## src/rtl/char_fill_ctrl_pkg.sv

```systemverilog
// Shared definitions for the text-buffer fill controller: FSM states,
// LCG constants, the LCG step function and a ceiling-log2 helper.
// Pure declarations; no ports, no latency, no flow control.
package char_fill_ctrl_pkg;

    typedef enum logic [1:0] {
        IDLE = 2'd0,
        FILL = 2'd1,
        DONE = 2'd2
    } fill_state_t;

    localparam logic [31:0] lcg_mult = 32'd1664525;
    localparam logic [31:0] lcg_inc  = 32'd1013904223;

    // One generator step, modulo 2**32 by truncation to 32 bits.
    function automatic logic [31:0] lcg_next(input logic [31:0] r);
        return r * lcg_mult + lcg_inc;
    endfunction

    // Ceiling log2, never less than 1 so that derived buses stay legal.
    function automatic int clog2(input int value);
        int v;
        int result;
        v      = value - 1;
        result = 0;
        while (v > 0) begin
            result = result + 1;
            v      = v >> 1;
        end
        if (result == 0) begin
            result = 1;
        end
        return result;
    endfunction

endpackage

```

## src/rtl/char_lcg.sv

```systemverilog
// 32-bit linear congruential character generator with seed load and step.
// Latency: char_code reflects the current state combinationally; updates on the next edge.
// Backpressure: state only moves when step is high, so a stalled consumer sees a stable code.
// Ports: clk, reset (async active-low), load/seed (reload), step (advance), char_code (masked low bits).
module char_lcg
    import char_fill_ctrl_pkg::*;
#(
    parameter int          char_width   = 8,
    parameter int          num_of_chars = 128,
    parameter logic [31:0] reset_seed   = 32'd1
) (
    input  logic                  clk,
    input  logic                  reset,
    input  logic                  load,
    input  logic                  step,
    input  logic [31:0]           seed,
    output logic [char_width-1:0] char_code
);

    // num_of_chars is a power of two, so masking keeps codes below it.
    localparam logic [char_width-1:0] char_mask = char_width'(num_of_chars - 1);

    logic [31:0] r;

    always_ff @(posedge clk or negedge reset) begin
        if (!reset) begin
            r <= reset_seed;
        end else if (load) begin
            r <= seed;
        end else if (step) begin
            r <= lcg_next(r);
        end
    end

    assign char_code = r[char_width-1:0] & char_mask;

endmodule

```

## src/rtl/char_fill_ctrl.sv

```systemverilog
// Fills the text buffer (whole screen or one row) with pseudo-random characters.
// Latency: one write offered per cycle in FILL; done pulses one cycle after the last accepted write.
// Backpressure: wr_ready low holds wr_addr/wr_data and freezes address counter and generator.
// Ports: clk, reset (async active-low), start/mode/row_sel (request), abort,
//        wr_ready/wr_en/wr_addr/wr_data (buffer write port), busy, done.
module char_fill_ctrl
    import char_fill_ctrl_pkg::*;
#(
    parameter int          char_width   = 8,
    parameter int          num_of_chars = 128,
    parameter int          cols         = 128,
    parameter int          rows         = 48,
    parameter logic [31:0] rand_seed    = 32'd1
) (
    input  logic                             clk,
    input  logic                             reset,
    input  logic                             start,
    input  logic                             mode,
    input  logic [clog2(rows)-1:0]           row_sel,
    input  logic                             abort,
    input  logic                             wr_ready,
    output logic                             wr_en,
    output logic [clog2(cols*rows)-1:0]      wr_addr,
    output logic [char_width-1:0]            wr_data,
    output logic                             busy,
    output logic                             done
);

    localparam int row_w  = clog2(rows);
    localparam int addr_w = clog2(cols * rows);

    localparam logic [row_w-1:0]  row_max    = row_w'(rows - 1);
    localparam logic [addr_w-1:0] cols_a     = addr_w'(cols);
    localparam logic [addr_w-1:0] screen_end = addr_w'(cols * rows - 1);

    fill_state_t state;
    fill_state_t state_nxt;

    logic                  start_fill;
    logic                  accept;
    logic                  mode_q;
    logic [row_w-1:0]      row_q;
    logic [row_w-1:0]      row_clamp;
    logic [addr_w-1:0]     addr_cnt;
    logic [addr_w-1:0]     start_addr;
    logic [addr_w-1:0]     last_addr;
    logic [char_width-1:0] lcg_char;

    // Out-of-range rows land on the bottom row rather than off the buffer.
    assign row_clamp  = (row_sel > row_max) ? row_max : row_sel;
    assign start_addr = mode ? (addr_w'(row_clamp) * cols_a) : '0;
    assign last_addr  = mode_q ? (addr_w'(row_q) * cols_a + cols_a - addr_w'(1)) : screen_end;

    always_ff @(posedge clk or negedge reset) begin
        if (!reset) begin
            state <= IDLE;
        end else begin
            state <= state_nxt;
        end
    end

    always_comb begin
        state_nxt  = state;
        start_fill = 1'b0;
        accept     = 1'b0;
        wr_en      = 1'b0;
        busy       = 1'b0;
        done       = 1'b0;
        case (state)
            IDLE: begin
                // abort has priority over a simultaneous start
                if (start && !abort) begin
                    state_nxt  = FILL;
                    start_fill = 1'b1;
                end
            end
            FILL: begin
                wr_en  = 1'b1;
                busy   = 1'b1;
                accept = wr_ready;
                if (abort) begin
                    state_nxt = IDLE;
                end else if (wr_ready && (addr_cnt == last_addr)) begin
                    state_nxt = DONE;
                end
            end
            DONE: begin
                done      = 1'b1;
                state_nxt = IDLE;
            end
            default: begin
                state_nxt = IDLE;
            end
        endcase
    end

    always_ff @(posedge clk or negedge reset) begin
        if (!reset) begin
            addr_cnt <= '0;
            mode_q   <= 1'b0;
            row_q    <= '0;
        end else if (start_fill) begin
            addr_cnt <= start_addr;
            mode_q   <= mode;
            row_q    <= row_clamp;
        end else if (accept && (addr_cnt != last_addr)) begin
            // Counter parks on the last cell so no wrapped address is ever held.
            addr_cnt <= addr_cnt + addr_w'(1);
        end
    end

    char_lcg #(
        .char_width   (char_width),
        .num_of_chars (num_of_chars),
        .reset_seed   (rand_seed)
    ) u_lcg (
        .clk       (clk),
        .reset     (reset),
        .load      (start_fill),
        .step      (accept),
        .seed      (rand_seed),
        .char_code (lcg_char)
    );

    // Address and data are only presented while filling; zero otherwise.
    assign wr_addr = (state == FILL) ? addr_cnt : '0;
    assign wr_data = (state == FILL) ? lcg_char : '0;

endmodule

```

## config.mk

```make
export PLATFORM = sky130hd
export DESIGN_NAME = char_fill_ctrl
export DESIGN_NICKNAME = d
export VERILOG_FILES = /design/src/rtl/char_fill_ctrl_pkg.sv /design/src/rtl/char_lcg.sv /design/src/rtl/char_fill_ctrl.sv
export SDC_FILE = /design/constraint.sdc
export NUM_CORES = 1
export LEC_CHECK = 0
export BUFFER_PORTS_ARGS = -buffer_cell sky130_fd_sc_hd__buf_2
export CORE_MARGIN = 10
export CORE_UTILIZATION = 52
export CTS_CLUSTER_DIAMETER = 120
export DETAILED_ROUTE_END_ITERATION = 8
export PLACE_DENSITY = 0.74
export RECOVER_POWER = 50
export SETUP_SLACK_MARGIN = 0.15
export SLEW_MARGIN = 20
export SYNTH_ARGS = -nofsm -noshare
export SYNTH_HDL_FRONTEND = slang
export SYNTH_HIERARCHICAL = 1
export SYNTH_SLANG_ARGS = --single-unit
```

## constraint.sdc

```tcl
create_clock -name clk -period 2.9 [get_ports clk]
set_input_delay 0 -clock clk [delete_from_list [all_inputs] [get_ports clk]]
set_output_delay 0 -clock clk [all_outputs]
set_load 0.05 [all_outputs]
```

[Yosys cells after proc, flatten, opt, wreduce, memory -nomap -nowiden]
Cells that the tools add are included.
Operators by class
  $add $sub $neg: 4
  multiply operators: 1
  mux-type cells: 18
  reduce and logical (&&, ||, !) cells: 8
  magnitude comparators: 1
  equal/unequal tests: 6
Operator list (count)
  13-bit two-way mux: 5
  32-bit two-way mux: 2
  32-bit by 30-bit adder with 32-bit output, second input constant: 1
  32-bit by 21-bit multiplier with 32-bit output, second input constant: 1
  13-bit by 1-bit adder with 13-bit output, second input constant: 1
  13-bit by 8-bit adder with 13-bit output, second input constant: 1
  13-bit == test: 1
  13-bit != test: 1
  13-bit by 1-bit subtractor with 13-bit output, second input constant: 1
  7-bit two-way mux: 1
  6-bit greater-than comparator, second input constant: 1
  2-bit two-way mux: 3
  6-bit two-way mux: 1
  1-bit two-way mux: 5
  2-bit one-hot mux with 2 select lines: 1
  2-bit nonzero test: 2
  1-bit logical AND: 3
  3-bit != test, second input constant: 1
  2-bit by 1-bit == test with 1-bit output, second input constant: 1
  2-bit == test, second input constant: 1
  2-bit zero test: 1
  2-bit != test, second input constant: 1
  2-bit AND reduction: 1
  1-bit zero test: 1
Word-level totals
  word-level logic and storage cells: 43
  bits of input ports: 12
  register bits after elaboration: 54

[Depth between registers and ports, before layout]
Gate-level depths: netlist (run 1).
  word-level depth: 8
  mapped depth: 15
  mapped depth without buffers: 15

[By module]
The synthesis (run 1) kept the hierarchy.
By module, submodules not included
  char_fill_ctrl: sequential area each 550.5 um^2, times used 1, area each 1488.9 um^2, cells each 174
  char_lcg: sequential area each 176.4 um^2, times used 1, area each 805.8 um^2, cells each 84

[Worst setup path before layout (run 1)]
Ideal clock, no wire load.
  path type: reg-to-reg
  from: register u_lcg.r[1]
  to: register u_lcg.r[6]
  path buffers: 0
  slack: -258 ps
  setup time: 76 ps
  cell stages (with the launch flop): 13
  data arrival time: 3082 ps
  path through: dfrtp_1 -> ha_1 -> fa_1 -> inv_1 -> ha_1 -> inv_1 -> fa_1 -> inv_1 -> ha_1 -> a21o_1 -> a21oi_1 -> xnor3_1 -> o21ai_1
On the way
  cells in the longest elaborated chain, start to end: 4
RTL lines
  from (decl): RTL line char_lcg.sv:23  | logic [31:0] r;
  from (signal assigned): RTL line char_lcg.sv:27  | r <= reset_seed;
  from (signal assigned): RTL line char_lcg.sv:31  | r <= lcg_next(r);
  32-bit by 21-bit multiplier with 32-bit output: RTL line char_fill_ctrl_pkg.sv:17  | return r * lcg_mult + lcg_inc;
  32-bit by 30-bit adder with 32-bit output: RTL line char_fill_ctrl_pkg.sv:17
  32-bit two-way mux: RTL line char_lcg.sv:30  | end else if (step) begin
  32-bit two-way mux: RTL line char_lcg.sv:28  | end else if (load) begin
No other way between the ends. The select of a mux whose other input is x is not followed.
A chain may end at the register's enable or synchronous reset.

[Final worst setup path (run 1)]
  from: register u_lcg.r[0]
  to: register u_lcg.r[6]
Same word-level chain as after synthesis.

==> impl_metrics.env, run 1 <==
export IMPL_status="finished with violations"
export IMPL_violations="capacitance limit, slew limit, setup timing"
export IMPL_first_global_vias=1917
export IMPL_synth_seq_cells=29
export IMPL_die_y_um=86.43
export IMPL_setup_viol=3
export IMPL_crit_path_top_delay_cell="dfstp_2"
export IMPL_final_cell_mix="nand2_1 (28), buf_2 (28), dfrtp_1 (27)"
export IMPL_worst_pin_slew_ps=1573
export IMPL_slew_headroom_pct=-4.876
export IMPL_synth_simple_area_share_pct=23.06
export IMPL_skew_ps=7.254
export IMPL_dieWidth_um=86.43
export IMPL_core_um2=4324
export IMPL_dp_hpwl_mm=3.880
export IMPL_final_util_pct=65.48
export IMPL_clockBufferDepth=2
export IMPL_timing_final_ws_setup_ps=-197.7
export IMPL_antenna_found_initial=0
export IMPL_min_path_type="in -> reg"
export IMPL_path_max_fanout=5
export IMPL_preCtsSetupSlack_ps=-169.7
export IMPL_crit_type="reg -> reg"
export IMPL_yosys_warnings=6
export IMPL_drtPass1Iterations=4
export IMPL_synth_edf_count=0
export IMPL_hold_path_depth=3
export IMPL_fill_cells=358
export IMPL_grt_pass1_wl_mm=8.804
export IMPL_ys_seq_area_share_pct=31.68
export IMPL_synth_compound_area_share_pct=13.74
export IMPL_synthCells=258
export IMPL_synth_xor_area_share_pct=6.652
export IMPL_worstSkewPairLatency_ps=280
export IMPL_overflow=0
export IMPL_synth_area_mux_share_pct=4.035
export IMPL_final_max_slew_viol_count=30
export IMPL_period_share_pct=106.8
export IMPL_detail_route_iter0_violations=114
export IMPL_final_antenna_net_count=0
export IMPL_io_pins=36
export IMPL_yosys_cell_types_count=50
export IMPL_path_cells="ha_2 > fa_1 > inv_1 > ha_1 > inv_1 > fa_1 > inv_2 > ha_4 > a21o_1 > a21oi_2 > xnor3_1 > o21ai_1"
export IMPL_grt_usage_pct=14.03
export IMPL_critical_path_max_stage_delay_ps=590
export IMPL_globalplace_congestion=0.8462
export IMPL_crit_path_start_kind="register"
export IMPL_dieArea_um2=7470
export IMPL_rr_worst_depth=12
export IMPL_areaGrowthSynthToFinish_pct=23.39
export IMPL_synth_fa_ha_area_share_pct=13.63
export IMPL_cts_clk_slew_worst_paths_ps=60
export IMPL_hold_slack_ps=4.274
export IMPL_cts_tree="done"
export IMPL_min_period_ps=3098
export IMPL_nNetsFinal=346
export IMPL_drive_gt1_share_pct=25.32
export IMPL_grt_max_degree=30
export IMPL_synth_top_family_by_area="simple AND/OR/NAND/NOR gates"
export IMPL_cp_arrival_ps=3310
export IMPL_vias=1940
export IMPL_syn_avg_cell_area_um2=8.894
export IMPL_finalHoldViolCount=0
export IMPL_synth_area_um2=2295
export IMPL_worstPathRequired_ps=3110
export IMPL_cts_root_buf="clkbuf_8"
export IMPL_via_per_inst=5.330
export IMPL_drc=0
export IMPL_wl_per_cell_um=14.86
export IMPL_start_util_pct=53.07
export IMPL_maxCapViolCount=1
export IMPL_rows=24
export IMPL_cts_sinks=29
export IMPL_rsz0062_at_grt="true"
export IMPL_htree_levels=2
export IMPL_synth_main_ff_cell="dfrtp_1"
export IMPL_place_port_buffers=34
export IMPL_synth_async_reset_ratio_pct=100.0
export IMPL_cts_buffers=5
export IMPL_routed_wl_mm=5.410
export IMPL_crit_path_end_kind="register"
export IMPL_post_place_cells=350
export IMPL_fin_cells=364
export IMPL_fmax_ghz=0.3228
export IMPL_antenna_cells=0
## worst max-delay path, delay by kind of cell, from the launching register on
family,cells,cell delay (ps)
xor gates and xnor gates,1,210
DFF,1,590
AOI/OAI and AO/OA,3,400
adders and majority gates,5,1530
buffers and inverters,3,300
## flip-flops by register name, indices dropped and copies added (netlist names)
name,flops
u_lcg/r,7
mode_q,1
row_q,6
state,2
addr_cnt,13
## per-layer routing
metal  wire length (µm)  up-vias  track usage (%)
met2               2337       60            20.94
met3                401        8            5.347
li1                   -      980                -
met1               2616      892            19.05
met5                  0        -                0
met4                 55        0            2.209
## what timing repair did
| item | CTS | global route |
|---|---|---|
| setup endpoints to repair | 3 | 3 |
| hold buffers | 3 | 0 |
| gates resized for setup | 5 | 9 |
| hold endpoints to repair | 30 | 0 |
| pin swaps | 5 | 6 |
| buffers inserted | 1 | 3 |
| gates cloned | 0 | 0 |
## path summary, 6_finish.rpt
check	startpoint	end	slack, ps
worst max-delay path	u_lcg/r[0]	u_lcg/r[6]	-200
worst min-delay path	mode	addr_cnt[10]	4
worst max register to register	u_lcg/r[0]	u_lcg/r[6]	-200
worst min register to register	addr_cnt[6]	addr_cnt[6]	520
max in group asynchronous	reset	u_lcg/r[1]	1220
min in group asynchronous	reset	row_q[0]	640
## through the flow
stage	TNS [ps]	cell area, µm²
6_report	-544.5	2831
5_1_grt	-725.3	2831
4_1_cts	-216.7	2778
3_5_place_dp	-434.3	2620
3_3_place_gp	-174.1	2620
2_1_floorplan	-28.04	2347
## final cells by class
type / instances / area (µm²) / share of cell area (%)
Sequential cell: 29 / 728.2 / 25.72
Inverter: 25 / 98.84 / 3.491
Tap cell: 52 / 65.06 / 2.298
Multi-Input combinational cell: 197 / 1536 / 54.26
Timing Repair Buffer: 54 / 316.6 / 11.18
Clock buffer: 7 / 86.33 / 3.049
## synth_stat cells (all sizes together) (2+ instances only)
library cell / number / area share (%)
fa: 5 / 4.4
nor3b: 2 / 0.65
nand2: 28 / 4.6
xor2: 4 / 1.5
buf: 7 / 1.8
mux2i: 7 / 3.1
o31ai: 6 / 2.0
nor2: 6 / 0.98
nor3: 4 / 1.3
mux2: 2 / 0.98
clkbuf: 5 / 0.82
ha: 17 / 9.3
xnor2: 10 / 4.1
clkinv: 2 / 0.33
nor4: 2 / 0.55
a21oi: 10 / 2.2
and3: 3 / 0.82
and2: 23 / 6.4
dfrtp: 28 / 31
inv: 23 / 3.8
o21ai: 18 / 3.9
nor2b: 2 / 0.55
or4: 3 / 0.98
nand2b: 6 / 1.6
conb: 3 / 0.49
nand4: 4 / 1.1
or3: 4 / 1.1
a21o: 2 / 0.65
a31oi: 2 / 0.55
o22ai: 2 / 1.1
nand3: 5 / 1.1
## logic make-up (layout without fill, tap and decap cells)
logic type,count (synthesis),after routing
AOI/OAI and AO/OA,48,48
xor gates and xnor gates,15,15
adders and majority gates,22,22
buffers and inverters,37,86
DFF,29,29
muxes,9,9
other,3,8
and+or+nand+nor,95,95
Power of run 1 is left out: the tool's default activity adds up to more than one toggle a clock period on the data nets, which glitch-free logic cannot reach.
==> run 2, diff against run 1 <==
--- a/config.mk
+++ b/config.mk
@@ -7,10 +7,10 @@
 export LEC_CHECK = 0
 export BUFFER_PORTS_ARGS = -buffer_cell sky130_fd_sc_hd__buf_2
 export CORE_MARGIN = 10
-export CORE_UTILIZATION = 52
+export CORE_UTILIZATION = 45
 export CTS_CLUSTER_DIAMETER = 120
 export DETAILED_ROUTE_END_ITERATION = 8
-export PLACE_DENSITY = 0.74
+export PLACE_DENSITY = 0.65
 export RECOVER_POWER = 50
 export SETUP_SLACK_MARGIN = 0.15
 export SLEW_MARGIN = 20
==> run 2 against run 1 <==
Net effect:
- the run still ends with capacitance limit, slew limit, setup timing left
- core utilization down 7.4 points
- critical endpoint is now u_lcg/r[5]
- setup slack better by 120 ps
- global-route usage down 0.92 points
- critical path depth up 3
- flip-flop and latch count unchanged
- register-to-register slack better by 120 ps
- via count down 2.3%
- hold slack better by 2.0 ps
- non-clock buffer count down 7
- final area down 1.2%
- cell count up 2.5%
==> impl_metrics.env, run 2 (synthesis results as in run 1) <==
export IMPL_status="finished with violations"
export IMPL_final_max_slew_viol_count=30
export IMPL_worstSkewPairLatency_ps=280
export IMPL_preCtsSetupSlack_ps=-124.8
export IMPL_io_pins=36
export IMPL_drc=0
export IMPL_skew_ps=7.897
export IMPL_areaGrowthSynthToFinish_pct=21.86
export IMPL_path_cells="inv_1 > ha_4 > inv_1 > ha_4 > inv_1 > ha_1 > inv_2 > fa_1 > inv_1 > ha_2 > fa_2 > xnor2_1 > nand2_1 > o21ai_1 > o21ai_1"
export IMPL_path_max_fanout=5
export IMPL_wl_met3_um=292
export IMPL_crit_type="reg -> reg"
export IMPL_seqCellArea_um2=728.2
export IMPL_first_global_vias=1881
export IMPL_slew_headroom_pct=-9.337
export IMPL_crit_path_start_kind="register"
export IMPL_htree_levels=2
export IMPL_start_util_pct=47.64
export IMPL_comb_power_share_pct=73.2
export IMPL_wl_per_cell_um=14.35
export IMPL_highest_layer="met4"
export IMPL_vias=1895
export IMPL_drive_gt1_share_pct=22.88
export IMPL_ir_worst_vdd_uv=873.6
export IMPL_cellPowerDensity_nw_per_um2=1430
export IMPL_period_share_pct=102.8
export IMPL_critical_path_max_stage_delay_ps=460
export IMPL_routed_wl_mm=5.351
export IMPL_grt_usage_pct=13.10
export IMPL_finalHoldViolCount=0
export IMPL_cpMostUsedCell="inv_1"
export IMPL_min_path_type="in -> reg"
export IMPL_core_um2=4817
export IMPL_crit_family="adder cells"
export IMPL_violations="capacitance limit, slew limit, setup timing"
export IMPL_final_common_cell="buf_2"
export IMPL_fill_cells=458
export IMPL_p_clk_share_pct=10.9
export IMPL_overflow=0
export IMPL_hold_slack_ps=6.254
export IMPL_maxCapViolCount=1
export IMPL_post_cts_buffers=0
export IMPL_cp_arrival_ps=3130
export IMPL_regMostFlops="addr_cnt"
export IMPL_crit_path_end_kind="register"
export IMPL_multi_input_area_um2=1511
export IMPL_cts_clk_slew_worst_paths_ps=70
export IMPL_final_antenna_net_count=0
export IMPL_cts_root_buf="clkbuf_8"
export IMPL_met2_length_mm=2.469
export IMPL_cts_sinks=29
export IMPL_tns_ps=-216.1
export IMPL_dieWidth_um=91.41
export IMPL_cts_buffers=5
export IMPL_p_sw_w=0.001718
export IMPL_min_period_ps=2982
export IMPL_dp_hpwl_mm=4.047
export IMPL_cts_tree="done"
export IMPL_switching_share_pct=42.95
export IMPL_power_share_sequential_pct=15.9
export IMPL_p_leak_nw=1.319
export IMPL_drtPass1Iterations=4
export IMPL_setup_viol=3
export IMPL_grt_max_degree=30
export IMPL_dieArea_um2=8356
export IMPL_grt_pass1_wl_mm=9.156
export IMPL_die_y_um=91.41
export IMPL_place_port_buffers=34
export IMPL_final_util_pct=58.05
export IMPL_rsz0062_at_grt="true"
export IMPL_worst_pin_slew_ps=1640
export IMPL_clockBufferDepth=2
export IMPL_rows=25
export IMPL_crit_path_top_delay_cell="fa_1"
export IMPL_antenna_found_initial=0
export IMPL_timing_final_ws_setup_ps=-82.04
export IMPL_fmax_ghz=0.3353
export IMPL_largest_reg_flops=13
export IMPL_antenna_cells=0
export IMPL_via_per_inst=5.080
export IMPL_nNetsFinal=339
export IMPL_reg_largest_list="addr_cnt: 13 flops, u_lcg/r: 7 flops, row_q: 6 flops"
export IMPL_final_cell_mix="buf_2 (29), nand2_1 (28), dfrtp_1 (27)"
export IMPL_path_buf_inv=5
export IMPL_p_int_w=0.002281
export IMPL_worstPathRequired_ps=3040
export IMPL_globalplace_congestion=0.8087
export IMPL_met1_length_mm=2.538
export IMPL_detail_route_iter0_violations=117
[run 2: cell count changes in the layout (fill, tap and decap cells not counted), moves of 2 or more]
| cell | previous run | this run |
|---|---|---|
| buf_4 | 16 | 10 |
| ha_1 | 9 | 11 |
| ha_4 | 7 | 5 |
| inv_1 | 17 | 20 |
| inv_4 | 2 | 0 |
[run 2: what timing repair did]
item,4_1_cts,5_1_grt
resized for setup,0,6
setup endpoints to repair,3,3
pin swaps,2,4
hold endpoints to repair,30,0
hold buffers,2,0
[run 2: worst min-delay path, stage by stage]
cell     delay [ps]
buf_2            80
a21oi_1          40
o21ai_0         130
[run 2: area by class of cell]
type	count	share of cell area, %
inverter	25	3.356
sequential	29	26.04
multi-input combinational	197	54.05
tap	67	2.998
clock buffer	7	3.087
timing repair buffer	47	9.396
clock inverter	1	1.074
[run 2: power by group through the flow]
stage	clock network, W	registers (W)	logic [W]
floorplan	0	0.000601	0.00225
global placement	0	0.000624	0.00279
detailed placement	0	0.000630	0.00287
CTS	0.000448	0.000623	0.00289
global route	0.000468	0.000656	0.00333
finish	0.000437	0.000635	0.00293
[run 2: per-stage QoR]
stage / cells / power [W] / cell area [µm²]
after floorplan: 263 / 0.002851 / 2347
after global placement: 363 / 0.003410 / 2624
after detailed placement: 363 / 0.003500 / 2624
after CTS: 373 / 0.003965 / 2760
after global routing: 373 / 0.004459 / 2796
final: 373 / 0.003999 / 2796
[run 2: final timing paths]
kind                       cells past startpoint         from  slack [ps]     endpoint
max                                           15   u_lcg/r[1]         -80   u_lcg/r[5]
min                                            3   row_sel[1]           6     row_q[1]
max reg2reg                                   15   u_lcg/r[1]         -80   u_lcg/r[5]
min reg2reg                                    1  addr_cnt[6]         510  addr_cnt[6]
max in group asynchronous                      2        reset        1150   u_lcg/r[1]
min in group asynchronous                      2        reset         680  addr_cnt[7]
[run 2: per-layer routing]
metal / up-vias / track usage [%]
met4: 0 / 3.525
met5: - / 0
met3: 6 / 4.033
met2: 40 / 19.85
met1: 887 / 17.51
li1: 962 / -
(Power assumes the default switching activity.)
